`src/rtl/pipe_hazard_ctrl_pkg.sv`:
```
// pipe_hazard_ctrl_pkg: shared pipeline types and constants
package pipe_hazard_ctrl_pkg;
    typedef enum logic [1:0] {RUN, LU_WAIT, MEM_WAIT} state_t;
    localparam logic [4:0]  REG_ZERO = 5'd0;
    localparam logic [31:0] NOP_INST = 32'd0;
endpackage

```
`src/rtl/pipe_hazard_ctrl_if.sv`:
```
// pipe_hazard_ctrl_if: ID/EX hazard sources in, pipeline enables/flushes and perf counters out
interface pipe_hazard_ctrl_if #(parameter int CNT_W = 32);
    logic [4:0]       ID_rs;
    logic [4:0]       ID_rt;
    logic             ID_use_rs;
    logic             ID_use_rt;
    logic             ID_jump;
    logic             EX_memRead;
    logic [4:0]       EX_rd;
    logic             EX_brTaken;
    logic             dmem_busy;
    logic             PCWrite;
    logic             IFIDWrite;
    logic             IFIDFlush;
    logic             IDEXFlush;
    logic             pipeFreeze;
    logic [CNT_W-1:0] stall_cnt;
    logic [CNT_W-1:0] flush_cnt;
    modport master (
        output ID_rs, ID_rt, ID_use_rs, ID_use_rt, ID_jump, EX_memRead, EX_rd, EX_brTaken, dmem_busy,
        input  PCWrite, IFIDWrite, IFIDFlush, IDEXFlush, pipeFreeze, stall_cnt, flush_cnt
    );
    modport slave (
        input  ID_rs, ID_rt, ID_use_rs, ID_use_rt, ID_jump, EX_memRead, EX_rd, EX_brTaken, dmem_busy,
        output PCWrite, IFIDWrite, IFIDFlush, IDEXFlush, pipeFreeze, stall_cnt, flush_cnt
    );
endinterface

```
`src/rtl/pipe_hazard_ctrl_hazard_cnt.sv`:
```
// hazard_cnt: wrapping event counter with enable and synchronous clear
module hazard_cnt #(
    parameter int CNT_W = 32
) (
    input  logic             clk,
    input  logic             rst,
    input  logic             i_en,
    output logic [CNT_W-1:0] o_cnt
);
    logic [CNT_W-1:0] r_cnt;
    always_ff @(posedge clk)
        r_cnt <= rst ? '0 : r_cnt + {{(CNT_W-1){1'b0}}, i_en};
    assign o_cnt = r_cnt;
endmodule

```
`src/rtl/pipe_hazard_ctrl.sv`:
```
// pipe_hazard_ctrl: stall/flush sequencer for load-use, branch, jump and dmem-busy hazards
// Outputs are combinational from state and inputs; counters track stall and flush cycles.
module pipe_hazard_ctrl
    import pipe_hazard_ctrl_pkg::*;
#(
    parameter int LU_STALL = 1,
    parameter int CNT_W    = 32
) (
    input  logic              clk,
    input  logic              rst,
    pipe_hazard_ctrl_if.slave hz
);
    localparam logic [2:0] LU_RELOAD = 3'(LU_STALL - 1);
    state_t     r_state, w_next, w_eff;
    logic [2:0] r_lu, w_lu_next;
    logic       w_lu_haz, w_pc, w_ifw, w_iff, w_idf, w_frz;
    assign w_lu_haz = hz.EX_memRead && hz.EX_rd != REG_ZERO &&
                      ((hz.ID_use_rs && hz.ID_rs == hz.EX_rd) || (hz.ID_use_rt && hz.ID_rt == hz.EX_rd));
    // leaving a freeze resumes whatever was pending, decided in the same cycle busy drops
    assign w_eff = (r_state == MEM_WAIT) ? ((r_lu != 3'd0) ? LU_WAIT : RUN) : r_state;
    always_comb begin
        w_pc      = 1'b1;
        w_ifw     = 1'b1;
        w_iff     = 1'b0;
        w_idf     = 1'b0;
        w_frz     = 1'b0;
        w_next    = RUN;
        w_lu_next = r_lu;
        if (hz.dmem_busy) begin
            w_pc   = 1'b0;
            w_ifw  = 1'b0;
            w_frz  = 1'b1;
            w_next = MEM_WAIT;
        end else if (hz.EX_brTaken) begin
            w_iff     = 1'b1;
            w_idf     = 1'b1;
            w_lu_next = 3'd0;
        end else if (w_eff == LU_WAIT || w_lu_haz) begin
            w_pc      = 1'b0;
            w_ifw     = 1'b0;
            w_idf     = 1'b1;
            w_lu_next = (w_eff == LU_WAIT) ? r_lu - 3'd1 : LU_RELOAD;
            w_next    = (w_lu_next != 3'd0) ? LU_WAIT : RUN;
        end else if (hz.ID_jump) begin
            w_iff = 1'b1;
        end
    end
    always_ff @(posedge clk) begin
        r_state <= rst ? RUN : w_next;
        r_lu    <= rst ? 3'd0 : w_lu_next;
    end
    assign hz.PCWrite    = w_pc;
    assign hz.IFIDWrite  = w_ifw;
    assign hz.IFIDFlush  = w_iff;
    assign hz.IDEXFlush  = w_idf;
    assign hz.pipeFreeze = w_frz;
    hazard_cnt #(.CNT_W(CNT_W)) u_stall_cnt (
        .clk  (clk),
        .rst  (rst),
        .i_en (~w_ifw),
        .o_cnt(hz.stall_cnt)
    );
    hazard_cnt #(.CNT_W(CNT_W)) u_flush_cnt (
        .clk  (clk),
        .rst  (rst),
        .i_en (w_iff),
        .o_cnt(hz.flush_cnt)
    );
endmodule

```
`src/flat_wrapper.sv`:
```
// flat-port wrapper written by rule: the top's interface ports become plain ports
module pipe_hazard_ctrl_flat import pipe_hazard_ctrl_pkg::*;
#(
    parameter int LU_STALL = 1,
    parameter int CNT_W    = 32
)
  (clk, rst, hz_ID_rs, hz_ID_rt, hz_ID_use_rs, hz_ID_use_rt, hz_ID_jump, hz_EX_memRead, hz_EX_rd, hz_EX_brTaken, hz_dmem_busy, hz_PCWrite, hz_IFIDWrite, hz_IFIDFlush, hz_IDEXFlush, hz_pipeFreeze, hz_stall_cnt, hz_flush_cnt);
  pipe_hazard_ctrl_if #(.CNT_W(CNT_W)) hz_i ();
  input  logic clk;
  input  logic rst;
  input wire logic [$bits(hz_i.ID_rs)-1:0] hz_ID_rs;
  input wire logic [$bits(hz_i.ID_rt)-1:0] hz_ID_rt;
  input wire logic [$bits(hz_i.ID_use_rs)-1:0] hz_ID_use_rs;
  input wire logic [$bits(hz_i.ID_use_rt)-1:0] hz_ID_use_rt;
  input wire logic [$bits(hz_i.ID_jump)-1:0] hz_ID_jump;
  input wire logic [$bits(hz_i.EX_memRead)-1:0] hz_EX_memRead;
  input wire logic [$bits(hz_i.EX_rd)-1:0] hz_EX_rd;
  input wire logic [$bits(hz_i.EX_brTaken)-1:0] hz_EX_brTaken;
  input wire logic [$bits(hz_i.dmem_busy)-1:0] hz_dmem_busy;
  output wire logic [$bits(hz_i.PCWrite)-1:0] hz_PCWrite;
  output wire logic [$bits(hz_i.IFIDWrite)-1:0] hz_IFIDWrite;
  output wire logic [$bits(hz_i.IFIDFlush)-1:0] hz_IFIDFlush;
  output wire logic [$bits(hz_i.IDEXFlush)-1:0] hz_IDEXFlush;
  output wire logic [$bits(hz_i.pipeFreeze)-1:0] hz_pipeFreeze;
  output wire logic [$bits(hz_i.stall_cnt)-1:0] hz_stall_cnt;
  output wire logic [$bits(hz_i.flush_cnt)-1:0] hz_flush_cnt;
  assign hz_i.ID_rs = hz_ID_rs;
  assign hz_i.ID_rt = hz_ID_rt;
  assign hz_i.ID_use_rs = hz_ID_use_rs;
  assign hz_i.ID_use_rt = hz_ID_use_rt;
  assign hz_i.ID_jump = hz_ID_jump;
  assign hz_i.EX_memRead = hz_EX_memRead;
  assign hz_i.EX_rd = hz_EX_rd;
  assign hz_i.EX_brTaken = hz_EX_brTaken;
  assign hz_i.dmem_busy = hz_dmem_busy;
  assign hz_PCWrite = hz_i.PCWrite;
  assign hz_IFIDWrite = hz_i.IFIDWrite;
  assign hz_IFIDFlush = hz_i.IFIDFlush;
  assign hz_IDEXFlush = hz_i.IDEXFlush;
  assign hz_pipeFreeze = hz_i.pipeFreeze;
  assign hz_stall_cnt = hz_i.stall_cnt;
  assign hz_flush_cnt = hz_i.flush_cnt;
  pipe_hazard_ctrl #(.LU_STALL(LU_STALL), .CNT_W(CNT_W)) u_core (.clk(clk), .rst(rst), .hz(hz_i));
endmodule
```
`config.mk`:
```
export PLATFORM = sky130hd
export DESIGN_NAME = pipe_hazard_ctrl_flat
export DESIGN_NICKNAME = d
export VERILOG_FILES = /design/src/rtl/pipe_hazard_ctrl_pkg.sv /design/src/rtl/pipe_hazard_ctrl_if.sv /design/src/rtl/pipe_hazard_ctrl_hazard_cnt.sv /design/src/rtl/pipe_hazard_ctrl.sv /design/src/flat_wrapper.sv
export SDC_FILE = /design/constraint.sdc
export NUM_CORES = 1
export LEC_CHECK = 0
export BUFFER_PORTS_ARGS = -buffer_cell sky130_fd_sc_hd__buf_2
export CAP_MARGIN = 40
export CORE_MARGIN = 4
export CORE_UTILIZATION = 33
export DETAILED_ROUTE_END_ITERATION = 10
export PLACE_DENSITY_LB_ADDON = 0.3
export SKIP_LAST_GASP = 1
export SLEW_MARGIN = 0
export SYNTH_ARGS = -nofsm -noshare
export SYNTH_HDL_FRONTEND = slang
export SYNTH_SLANG_ARGS = --single-unit
```
`constraint.sdc`:
```
create_clock -name clk -period 3.2 [get_ports clk]
set_clock_uncertainty 0.05 [all_clocks]
set_input_delay 0.64 -clock clk [delete_from_list [all_inputs] [get_ports clk]]
set_output_delay 0.64 -clock clk [all_outputs]
set_load 0.03 [all_outputs]
```
==> results of run 1 <==
[sequential cells by signal (all words and copies together), names as in the netlist]
signal	cells
u_core.r_state	2
u_core.r_lu	3
u_core.u_stall_cnt.o_cnt	32
u_core.u_flush_cnt.o_cnt	32
[worst reg2reg max path: cells and delay by family, from the launching register on]
family                     cells  cell delay (ps)
buffers and inverters          3              320
DFF                            1              320
adders and majority gates      3              410
AOI/OAI and AO/OA              4              610
and+or+nand+nor                3             1030
[power groups by stage]
| stage | clock (mW) | combinational, mW | sequential (mW) |
|---|---|---|---|
| floorplan | 0 | 0.0979 | 0.913 |
| global placement | 0 | 0.161 | 0.902 |
| detailed placement | 0 | 0.166 | 0.902 |
| CTS | 0.936 | 0.166 | 0.882 |
| global route | 0.966 | 0.186 | 0.884 |
| finish | 0.910 | 0.165 | 0.883 |
[cells in the final DEF (no fill, tap or decap), types with 4 or more instances in the layout]
cell      instances
buf_2            91
dfxtp_1          69
nor2_1           63
xnor2_1          33
xor2_1           30
nand3_1          27
buf_4            23
nand4_1          18
nand2_1          17
inv_1            16
nor3_1           12
clkbuf_8         12
o21ai_0          11
a21oi_1          10
and4_1            8
or3_1             7
nor2b_1           6
and3_1            4
nor4_1            4
ha_1              4
[cell type report]
class / instances / area, um2 / share of cell area (%)
flip-flops and latches: 69 / 1380 / 32.3
well taps: 129 / 161 / 3.78
clock buffers: 13 / 169 / 3.95
multi-input cells: 279 / 1780 / 41.7
clock inverters: 3 / 90.1 / 2.11
inverters: 16 / 60.1 / 1.41
repair buffers: 114 / 628 / 14.7
[cells by family after synthesis]
family,share of synthesized area [%]
AOI/OAI and AO/OA,5.38
buffers and inverters,4.23
xor gates and xnor gates,17.0
and+or+nand+nor,28.7
adders and majority gates,2.31
DFF,42.5
[stage by stage]
stage / utilization, % / area [um2]
floorplan: - / 3300
global placement: 42.6 / 4010
detailed placement: 42.6 / 4010
CTS: 45.3 / 4270
global route: 45.4 / 4270
finish: 45.4 / 4270
[metal layers]
layer,share of wire [%],global-route usage [%],vias to the layer above
li1,-,-,1510
met1,45,16.9,1372
met2,48,23.5,60
met3,4.9,3.30,10
met4,1.5,5.48,0
met5,0,0,-
[worst min path at each step]
| stage | slack [ps] | startpoint | end |
|---|---|---|---|
| after floorplan | 380 | u_core.r_lu[0]$_SDFFE_PP0P_ | u_core.r_lu[0]$_SDFFE_PP0P_ |
| after CTS | 410 | u_core.r_lu[0]$_SDFFE_PP0P_ | u_core.r_lu[0]$_SDFFE_PP0P_ |
| after detailed placement | 400 | u_core.r_lu[0]$_SDFFE_PP0P_ | u_core.r_lu[0]$_SDFFE_PP0P_ |
| after global routing | 460 | u_core.r_lu[0]$_SDFFE_PP0P_ | u_core.r_lu[0]$_SDFFE_PP0P_ |
| final | 410 | u_core.r_lu[0]$_SDFFE_PP0P_ | u_core.r_lu[0]$_SDFFE_PP0P_ |
| after global placement | 390 | u_core.r_lu[0]$_SDFFE_PP0P_ | u_core.r_lu[0]$_SDFFE_PP0P_ |
==> qor.yml, run 1 <==
finish:
  nFillCells: 934
  num-nets-final: 518
  diodes: 0
  area_growth_syn_to_layout_pct: 31.3
  final_cells: 623
  drive_above_1_share_pct: 28.9
route:
  wirelength_um: 7820
  firstDrtPassIters: 4
  drtIter0Drc: 102
  vias: 2952
  vias_per_cell: 4.74
  drc: 0
  drt-wirelength-per-cell_um: 12.5
  antenna_left: 0
power:
  switching_share_pct: 22.1
  cellPowerDensity_nw_per_um2: 458
  power_frac_clock_pct: 46.5
  internal_power_mw: 1.53
  worst_ir_drop_vdd_uv: 217
  p_seq_share_pct: 45.1
  combPwrFrac_pct: 8.4
  p_leak_nw: 1.75
  p_sw_uw: 432
  total_power_mw: 1.96
timing:
  min_period_ps: 3020
  fin_ws_ps: 176
  fmax_ghz: 0.331
  holdWs_ps: 407
  drv_slew: 0
  worst_slew_pin_slew_ps: 754
  min_period_over_period_pct: 94.5
  timing.slew.headroom_pct: 49.3
  rsz0062_at_grt: "false"
  hold_viol: 0
  tns_ps: 0
  setup_violations: 0
critical_path:
  crit_family: "simple AND/OR/NAND/NOR gates"
  arrival_ps: 3240
  crit_path_start_kind: "input pin"
  critPathMaxFanout: 6
  endpoint_kind: "flop"
  worstSetupPathType: "input pin to flop"
  rr_startpoint: "u_core.r_lu[0]$_SDFFE_PP0P_"
  rr_worst_depth: 13
  critPathLaunch: "hz_EX_rd[0]"
  slowest_stage: "or4_1"
  cp-endpoint: "u_core.u_flush_cnt.o_cnt[24]$_SDFF_PP0_"
  crit_chain: "buf_2 -> or4_1 -> o21a_1 -> a211oi_2 -> o21ba_4 -> ha_4 -> ha_4 -> inv_1 -> or4_4 -> or3_2 -> a21oi_1"
  path_depth: 11
  reg2reg_slack_ps: 390
  r2r_end: "u_core.u_flush_cnt.o_cnt[24]$_SDFF_PP0_"
  slowest_delay_ps: 510
  required_ps: 3420
  cp_common_cell: "ha_4"
  critical_path_buf_inv_count: 2
cts:
  post_cts_buffers: 0
  post_cts_resized: 0
  cts_inserted_buffers: 9
  root_buffer: "clkbuf_8"
  ctsLongestPathBuffers: 2
  cts_tree: "yes"
  clkLatencyLatePin_ps: 340
  htree_num_levels: 3
  clock-sinks: 69
  ctsHoldBuffers: 0
  clkTransAtPathRegs_ps: 70
yosys:
  synth_area_um2: 3250
  synth_cell_type_count: 40
  synth_most_common_cell: "dfxtp_1"
  synth_commonest_cells: "69 x dfxtp_1, 63 x nor2_1, 33 x xnor2_1, 30 x xor2_1, 27 x nand3_1"
  synth-seq-area-share_pct: 42.5
  synth_top_cell_by_area: "dfxtp_1"
  yosys_warnings: 0
  ys_top_cells_by_area: "dfxtp_1 42%, xnor2_1 8.9%, xor2_1 8.1%, nor2_1 7.3%, nand3_1 4.2%"
  async_flop_share_pct: 0
  avgSynthCellArea_um2: 8.61
  syn_inst: 378
  synth_top_cell_area_share_pct: 42.5
  syn-num-nets: 407
  synth-edff-count: 0
  ys_ff_latch: 69
  ys.flop_type: "dfxtp_1"
place:
  globalplace.congestion: 0.768
  dp_worst_setup_slack_ps: -177
  io_buffers: 91
  dp_cells: 607
  dpl.hpwl_um: 5770
floorplanning:
  ios: 92
  die_w_um: 107
  die_area_um2: 11500
  fp-row-count: 35
  die_y_um: 107
  core_area_um2: 9420
  start_util_pct: 34.6
global_route:
  grt_pass1_vias: 2795
  grt_max_degree: 36
  grt_first_pass_wirelength_um: 13000
  grt_use_total_pct: 13.8
  grt_antenna_before_repair: 0
  grt-ovfl-total: 0
run_status:
  status: "finished clean"
min_path:
  hold_depth: 1
  hp-class: "flop to flop"
flow_run:
  maxCapViolCount: 0
(Power assumes the default switching activity.)
==> inputs of run 2 (changes only) <==
==> constraint.sdc (replaced) <==
create_clock -name clk -period 3.2 [get_ports clk]
set_clock_uncertainty 0.05 [all_clocks]
set_input_delay 0.32 -clock clk [delete_from_list [all_inputs] [get_ports clk]]
set_output_delay 0.32 -clock clk [all_outputs]
set_load 0.03 [all_outputs]
==> run 2 against run 1 <==
Global-route usage down 0.19 points. Sequential power hardly changed. Design area decreased by 4.4%. Combinational power is 3% lower. Count of clock-buffer cells in the layout is 1 lower. Core utilization fell by 2.0 points. First-iteration DRC count is 5.9% lower. Cell count decreased by 1.8%. Setup slack better by 150 ps. Register-to-register slack worse by 40 ps. Critical path depth is the same. Critical endpoint unchanged.
==> qor.yml, run 2 (synthesis results as in run 1) <==
critical_path:
  rr_startpoint: "u_core.r_lu[0]$_SDFFE_PP0P_"
  crit_path_start_kind: "input pin"
  critPathMaxFanout: 6
  arrival_ps: 3080
  critPathLaunch: "hz_EX_rd[0]"
  endpoint_kind: "flop"
  required_ps: 3410
  worstSetupPathType: "input pin to flop"
timing:
  tns_ps: 0
  min_period_over_period_pct: 89.8
  fmax_ghz: 0.348
  min_period_ps: 2870
  rsz0062_at_grt: "false"
  timing.slew.headroom_pct: 45.9
  hold_viol: 0
  drv_slew: 0
  worst_slew_pin_slew_ps: 805
  setup_violations: 0
flow_run:
  maxCapViolCount: 0
cts:
  ctsLongestPathBuffers: 2
  cts_inserted_buffers: 9
  htree_num_levels: 3
  root_buffer: "clkbuf_8"
  clock-sinks: 69
  cts_tree: "yes"
  ctsHoldBuffers: 0
  post_cts_resized: 0
  clkLatencyLatePin_ps: 330
  post_cts_buffers: 0
  clkTransAtPathRegs_ps: 70
finish:
  nFillCells: 944
  diodes: 0
  final_common_cell: "buf_2"
  mostFrequentLayoutCells: "91 x buf_2, 69 x dfxtp_1, 63 x nor2_1"
  seq_area_um2: 1380
  drive_above_1_share_pct: 26.7
  num-nets-final: 509
  final_cells: 612
  area_growth_syn_to_layout_pct: 25.6
  multi_input_area_um2: 1760
floorplanning:
  ios: 92
  core_area_um2: 9420
  fp-row-count: 35
  start_util_pct: 34.6
  die_y_um: 107
  die_area_um2: 11500
  die_w_um: 107
global_route:
  grt_first_pass_wirelength_um: 12800
  grt_use_total_pct: 13.7
  grt_max_degree: 36
  grt_pass1_vias: 2790
  grt_antenna_before_repair: 0
  grt-ovfl-total: 0
route:
  vias_per_cell: 4.79
  vias: 2931
  drtIter0Drc: 96
  wirelength_um: 7600
  drt-wirelength-per-cell_um: 12.4
  antenna_left: 0
  drc: 0
  firstDrtPassIters: 6
power:
  total_power_mw: 1.66
  worst_ir_drop_vdd_uv: 192
  cellPowerDensity_nw_per_um2: 406
  p_leak_nw: 1.67
place:
  dp_cells: 598
  dpl.hpwl_um: 5630
  globalplace.congestion: 0.800
  io_buffers: 91
min_path:
  hp-start: "hz_dmem_busy"
  hp-class: "input pin to flop"
run_status:
  status: "finished clean"
-- run 2: final timing paths --
check	endpoint	slack (ps)	cells after the start
setup / recovery	u_core.u_flush_cnt.o_cnt[24]$_SDFF_PP0_	330	11
hold / removal	u_core.r_state[1]$_SDFF_PP0_	230	3
setup reg to reg	u_core.u_stall_cnt.o_cnt[26]$_SDFF_PP0_	350	14
hold reg to reg	u_core.r_lu[0]$_SDFFE_PP0P_	410	1
-- run 2: report_power, final --
group / switching [mW] / total (mW) / internal [mW]
clock: 0.302 / 0.615 / 0.313
combinational: 0.0915 / 0.160 / 0.0688
sequential: 0.0106 / 0.882 / 0.872
-- run 2: area by class of cell --
type	instances	area share, %
Clock buffer	12	3.80
Timing Repair Buffer	105	13.7
Clock inverter	2	0.245
Inverter	16	1.47
Multi-Input combinational cell	279	43.0
Tap cell	129	3.95
Sequential cell	69	33.8
-- run 2: layer usage --
metal / vias to the layer above / track usage [%] / wire length (um)
li1: 1492 / - / -
met1: 1360 / 16.5 / 3420
met2: 65 / 23.2 / 3620
met3: 14 / 3.48 / 420
met4: 0 / 5.30 / 144
met5: - / 0 / 0
-- run 2: per-stage QoR --
stage                     setup WS (ps)  hold WS, ps  area [um2]  util (%)
after floorplan                    42.2          379        3280         -
after global placement            -1.52          391        3920      41.6
after detailed placement          -20.3          398        3920      41.6
after CTS                           188          215        4090      43.4
after global routing               44.5          269        4090      43.4
final                               328          232        4090      43.4
-- run 2: critical path, stage by stage --
cell	delay (ps)
buf_2	110
or4_1	520
o21a_1	210
a211oi_2	230
o21ba_4	180
ha_4	120
ha_1	150
inv_1	50
or4_4	570
or3_2	460
a21oi_1	140
